===== src/rtl/regfile_wb_arbiter.sv =====
// regfile_wb_arbiter: shares the register-file write port between ALU, load and jal-link writebacks, merging sub-word loads via read-modify-write
module regfile_wb_arbiter #(
  parameter int DATA_W = 32,
  parameter int ADDR_W = 5,
  parameter int LINK_REG = 31,
  parameter int STARVE_LIM = 4
) (
  input  logic              clk,
  input  logic              reset_n,
  input  logic              alu_valid,
  input  logic [ADDR_W-1:0] alu_addr,
  input  logic [DATA_W-1:0] alu_data,
  output logic              alu_ready,
  input  logic              ld_valid,
  input  logic [ADDR_W-1:0] ld_addr,
  input  logic [DATA_W-1:0] ld_data,
  input  logic [1:0]        ld_size,
  output logic              ld_ready,
  input  logic              link_valid,
  input  logic [DATA_W-1:0] link_pc,
  output logic              link_ready,
  output logic              rf_rd_en,
  output logic [ADDR_W-1:0] rf_rd_addr,
  input  logic [DATA_W-1:0] rf_rd_data,
  output logic              rf_we,
  output logic [ADDR_W-1:0] rf_waddr,
  output logic [DATA_W-1:0] rf_wdata,
  output logic              busy
);
  localparam int CW = $clog2(STARVE_LIM + 1);
  typedef enum logic [1:0] {IDLE, WRITE, RD, MERGE} state_t;
  state_t state, state_n;
  logic [CW-1:0] cnt;
  logic [ADDR_W-1:0] waddr_q, acc_addr;
  logic [DATA_W-1:0] wdata_q, acc_data, mask;
  logic we_q, rmw_q, half_q;
  logic open, starve, g_alu, g_ld, g_link, sub;
  // Grant selection (link > load > alu unless the ALU has starved) and next state
  always_comb begin
    open = reset_n && (state == IDLE || state == WRITE);
    starve = alu_valid && cnt == CW'(STARVE_LIM);
    g_alu = open && alu_valid && (starve || (!link_valid && !ld_valid));
    g_link = open && link_valid && !starve;
    g_ld = open && ld_valid && !link_valid && !starve;
    sub = g_ld && (ld_size == 2'b01 || ld_size == 2'b10) && ld_addr != '0;
    acc_addr = g_link ? ADDR_W'(LINK_REG) : g_ld ? ld_addr : alu_addr;
    acc_data = g_link ? link_pc + DATA_W'(4) : g_ld ? ld_data : alu_data;
    mask = half_q ? DATA_W'(16'hFFFF) : DATA_W'(8'hFF);
    state_n = state == RD ? MERGE :
              state == MERGE ? WRITE :
              sub ? RD :
              (g_alu || g_ld || g_link) ? WRITE : IDLE;
  end
  // State register; reset abandons any RMW in flight
  always_ff @(posedge clk or negedge reset_n) begin
    if (!reset_n)
      state <= IDLE;
    else
      state <= state_n;
  end
  // Latch the accepted write, splice read data under the sub-word, count ALU waiting cycles
  always_ff @(posedge clk or negedge reset_n) begin
    if (!reset_n) begin
      cnt <= '0;
      waddr_q <= '0;
      wdata_q <= '0;
      we_q <= 1'b0;
      rmw_q <= 1'b0;
      half_q <= 1'b0;
    end else begin
      cnt <= (!alu_valid || g_alu) ? '0 : starve ? cnt : cnt + 1'b1;
      if (g_alu || g_ld || g_link) begin
        waddr_q <= acc_addr;
        wdata_q <= acc_data;
        we_q <= acc_addr != '0;
        rmw_q <= sub;
        half_q <= ld_size == 2'b01;
      end else if (state == MERGE)
        wdata_q <= (rf_rd_data & ~mask) | (wdata_q & mask);
    end
  end
  assign alu_ready = g_alu;
  assign ld_ready = g_ld;
  assign link_ready = g_link;
  assign rf_we = state == WRITE && we_q;
  assign rf_waddr = waddr_q;
  assign rf_wdata = wdata_q;
  assign rf_rd_en = state == RD;
  assign rf_rd_addr = waddr_q;
  assign busy = state == RD || state == MERGE || (state == WRITE && rmw_q);
endmodule


===== config.mk =====
export PLATFORM = sky130hd
export DESIGN_NAME = regfile_wb_arbiter
export DESIGN_NICKNAME = d
export VERILOG_FILES = /design/src/rtl/regfile_wb_arbiter.sv
export SDC_FILE = /design/constraint.sdc
export NUM_CORES = 1
export LEC_CHECK = 0
export ABC_AREA = 1
export CORE_MARGIN = 2
export CORE_UTILIZATION = 35
export DETAILED_ROUTE_END_ITERATION = 16
export PLACE_DENSITY = 0.69
export SYNTH_ARGS = -nofsm -noshare
export SYNTH_HDL_FRONTEND = slang
export SYNTH_SLANG_ARGS = --single-unit

===== constraint.sdc =====
create_clock -name clk -period 4.8 [get_ports clk]
set_clock_uncertainty 0.1 [all_clocks]
set_input_delay 1.2 -clock clk [delete_from_list [all_inputs] [get_ports clk]]
set_output_delay 1.2 -clock clk [all_outputs]
set_load 0.005 [all_outputs]

=== Word-level counts from Yosys, hierarchy flattened ===
Index checks and enable logic that the tools add are counted.

* Word-level logic and storage cells: 63
* Flip-flop bits (word level): 45
* Input bits: 145

* Multiplexer cells: 13
* Reduce and logical (&&, ||, !) cells: 30
* Add/subtract/negate cells: 2
* Equality and inequality tests: 7
* Bitwise logic cells: 4

{| class="wikitable"
|+ Operators by type and width
! cell !! count
|-
| $mux W32 || 4
|-
| $add A32 B3 Y32 const B || 1
|-
| $and A32 B16 Y32 || 1
|-
| $and A32 B32 Y32 || 1
|-
| $not A16 Y32 || 1
|-
| $or A32 B32 Y32 || 1
|-
| $mux W16 || 1
|-
| $logic_and A1 B1 Y1 || 14
|-
| $mux W5 || 2
|-
| $reduce_bool A5 Y1 || 2
|-
| $logic_or A1 B1 Y1 || 8
|-
| $eq A2 B2 Y1 const B || 3
|-
| $mux W2 || 3
|-
| $mux W3 || 2
|-
| $eq A2 B1 Y1 const B || 2
|-
| $logic_not A1 Y1 || 4
|-
| $add A3 B1 Y3 const B || 1
|-
| $eq A3 B3 Y1 const B || 1
|-
| $logic_not A2 Y1 || 1
|-
| $ne A2 B1 Y1 const B || 1
|-
| $reduce_bool A2 Y1 || 1
|-
| $mux W1 || 1
|}

=== Longest topological paths before layout ===
* Depth after elaboration: 12
* Mapped depth: 13
* Mapped depth without buffers: 12

=== Least setup slack after synthesis ===
Ideal clock, no wire load.

* Path type: in2out
* Start: input port alu_valid
* End: output port link_ready
* Slack: 1.658 ns
* Stages: 4
* Arrival time: 1.842 ns
* Cell sequence: nand3_4 -> nand4_4 -> clkinv_1 -> buf_2

* Longest elaborated chain between the ends: 3

{| class="wikitable"
|+ RTL lines
! element !! line !! RTL
|-
| start: declaration || 10 || <nowiki>input logic alu_valid,</nowiki>
|-
| $logic_and A1 B1 Y1 || 41 || <nowiki>starve = alu_valid && cnt == CW'(STARVE_LIM);</nowiki>
|-
| $logic_not A1 Y1 || 43 || <nowiki>g_link = open && link_valid && !starve;</nowiki>
|-
| $logic_and A1 B1 Y1 || 43 ||
|-
| end: declaration || 21 || <nowiki>output logic link_ready,</nowiki>
|}

Every way passes these cells.

=== Worst setup path after layout ===
* Start: input port link_valid
* End: output port ld_ready

* Longest elaborated chain between the ends: 3

{| class="wikitable"
|+ RTL lines
! element !! line !! RTL
|-
| start: declaration || 19 || <nowiki>input logic link_valid,</nowiki>
|-
| $logic_not A1 Y1 || 44 || <nowiki>g_ld = open && ld_valid && !link_valid && !starve;</nowiki>
|-
| $logic_and A1 B1 Y1 (2 in series) || 44 ||
|-
| end: declaration || 18 || <nowiki>output logic ld_ready,</nowiki>
|}

Every way passes these cells.

==> results.toml <==
[run_status]
outcome = "finished clean"

[placement]
io_buffers = 184
place.gp.congestion = 0.8676
placed_area_sq_mm = 0.005761
dp_hpwl_mm = 10.92
placed_cells = 950

[synthesis]
synth_cell_types = 40
syn_area_sq_mm = 0.003890
yosys.area.top_type = "dfrtp_1"
yosys-top-cells-count = "257 x nand2_1, 91 x nor2_1, 58 x inv_1"
synth_area_leaders = "dfrtp_1 29%, nand2_1 25%, nor2_1 8.8%"
synth_top_area_share_pct = 28.95
avgSynthCellArea_sq_um = 6.012
ys_warn_count = 0
synth-seq-area-share_pct = 28.95
synth_edf_count = 0
syn_nets = 796
synth-seq-cells = 45
synth_ff_type = "dfrtp_1"
synthMostInstantiatedCell = "nand2_1"
netlist_instances = 647
async_flop_share_pct = 100.0

[route]
wirelength_mm = 13.65
dr.pass1.iters = 5
drt_iter0_drc = 248
vias = 4648
viasPerCell = 4.852
wire_per_inst_um = 14.24
drc = 0
drtAntennaViolNets = 0

[clock_tree]
cts_hold_buf = 0
numCtsBuffers = 5
cts_buffer_depth = 2
htree_levels = 2
cts_tree = "yes"
clock_sinks = 45
cts_setup_buffers = 0
cts.clk_slew.worst_paths_ps = 90
cts_root_buf = "clkbuf_8"
postCtsResizedCells = 0
clock_latency_ps = 300

[cells_and_area]
design_area_sq_mm = 0.005898
drive_gt1_share_pct = 4.523
antenna_cells = 0
syn_to_final_growth_pct = 51.62
num-nets-final = 966
finalNonFillerCells = 958
fillerInstances = 1115

[sta]
hold_slack_ps = 387.7
drv_slew = 0
fin_crit_ps = 4168
rsz0062_at_grt = "false"
tns_ps = 0
period_share_pct = 86.84
max_slew_margin_pct = 59.33
max_freq_ghz = 0.2399
hold_violations = 0
setup_violations = 0
tightest_slew_ps = 610.1

[global_route]
antenna_found_initial = 0
grt-ovfl-total = 0
grt_pass1_wl_mm = 22.18
track_usage_pct = 23.46
grt_pass1_vias = 4657
grt_max_degree = 58

[power_and_ir_drop]
powerDensity_mw_per_mm2 = 368.2
leakagePower_nw = 2.832
p_total_mw = 2.171
peakVddDrop_v = 0.0001813

[die]
dieWidth_um = 109.4
die-area_sq_mm = 0.01197
initial_core_util_pct = 35.88
io_pins = 193
rows = 38
core_area_sq_mm = 0.01084
die_h_um = 109.4

[critical_path]
crit_top_cell = "clkdlybuf4s50_1"
cp_data_arrival_time_ps = 2870
max_stage_delay_ps = 580
crit_path_end_kind = "output port"
critPathKind = "input port to output port"
crit_chain = "clkdlybuf4s50_1, inv_1, nand2_1, nor2_4, nand2_4, inv_2, clkdlybuf4s50_1"
crit_required_ps = 3500
start_kind = "input port"
critPathBufInv = 4
cp_max_fo = 16
path_delay_family = "buffers and inverters"
cpMaxStageDelayCell = "clkdlybuf4s50_1"

[flow_run]
cap_viol_max_count = 0

[min_path]
min_path_type = "flip-flop to flip-flop"
-- layout make-up --
cell class / instances / area [sq um] / share of cell area (%)
inverters: 63 / 239.0 / 4.052
flip-flops and latches: 45 / 1126 / 19.09
multi-input cells: 512 / 2338 / 39.65
well taps: 140 / 175.2 / 2.970
clock buffers: 5 / 68.82 / 1.167
repair buffers: 190 / 1882 / 31.90
clock inverters: 3 / 68.82 / 1.167
-- kinds of logic after synthesis --
logic type	share of synthesized area [%]
muxes	0.2573
DFF	28.95
AOI/OAI and AO/OA	10.07
xor gates and xnor gates	0.9008
and+or+nand+nor	47.60
buffers and inverters	10.94
adders and majority gates	1.287
-- report_power, final --
| part | internal, mW | total, mW | switching, mW | leakage [nW] |
|---|---|---|---|---|
| combinational | 0.624 | 1.16 | 0.535 | 2.22 |
| sequential | 0.556 | 0.663 | 0.107 | 0.539 |
| clock | 0.210 | 0.349 | 0.139 | 0.0687 |
-- placed cells by master (no fill, tap or decap), types with 2 or more instances in the layout --
cell type	instances
clkinv_1	2
inv_1	58
bufinv_16	2
nand3_1	47
a22oi_1	3
ha_1	4
dfrtp_1	45
nand3b_1	11
a21oi_1	12
o21bai_1	2
o21ai_1	5
xor2_1	3
o21ai_0	39
nand4_1	3
nand2_1	257
or2_2	4
a21o_1	2
nor2_1	91
a31oi_1	2
nand2_4	2
nand2_2	4
buf_4	6
nor2_4	3
clkbuf_8	5
nor3_1	2
inv_2	2
nand3_4	2
o211ai_1	4
clkdlybuf4s50_1	183
-- metrics by stage --
stage / util [%] / setup WS [ps]
global route: 54.41 / 530.7
CTS: 54.41 / 632.2
detailed placement: 53.14 / 648.1
global placement: 53.14 / 648.3
floorplan: - / 1658
finish: 54.41 / 631.8
-- worst min-delay path, stage by stage (launching register included) --
cell and delay, ps:
dfrtp_1 350, nand2_1 50, nand2_1 60
-- path summary, 6_finish.rpt --
kind,from,depth (start not counted),endpoint,slack (ps)
setup / recovery,link_valid,7,ld_ready,630
hold / removal,rf_wdata[4],2,rf_wdata[4],390
setup reg to reg,cnt[0],10,flip-flop,1940
hold reg to reg,rf_wdata[4],2,rf_wdata[4],390
max in group asynchronous,reset_n,2,rf_wdata[31],3190
min in group asynchronous,reset_n,2,cnt[0],990
-- per-layer routing --
metal	share of wire (%)	global-route usage, %	vias to the layer above	wire (um)
li1	-	-	2361	-
met1	44	29.46	2123	5947
met2	50	42.72	154	6771
met3	5.7	2.667	10	782
met4	1.1	5.606	0	144
met5	0	0	-	0
(Power assumes the default switching activity.)
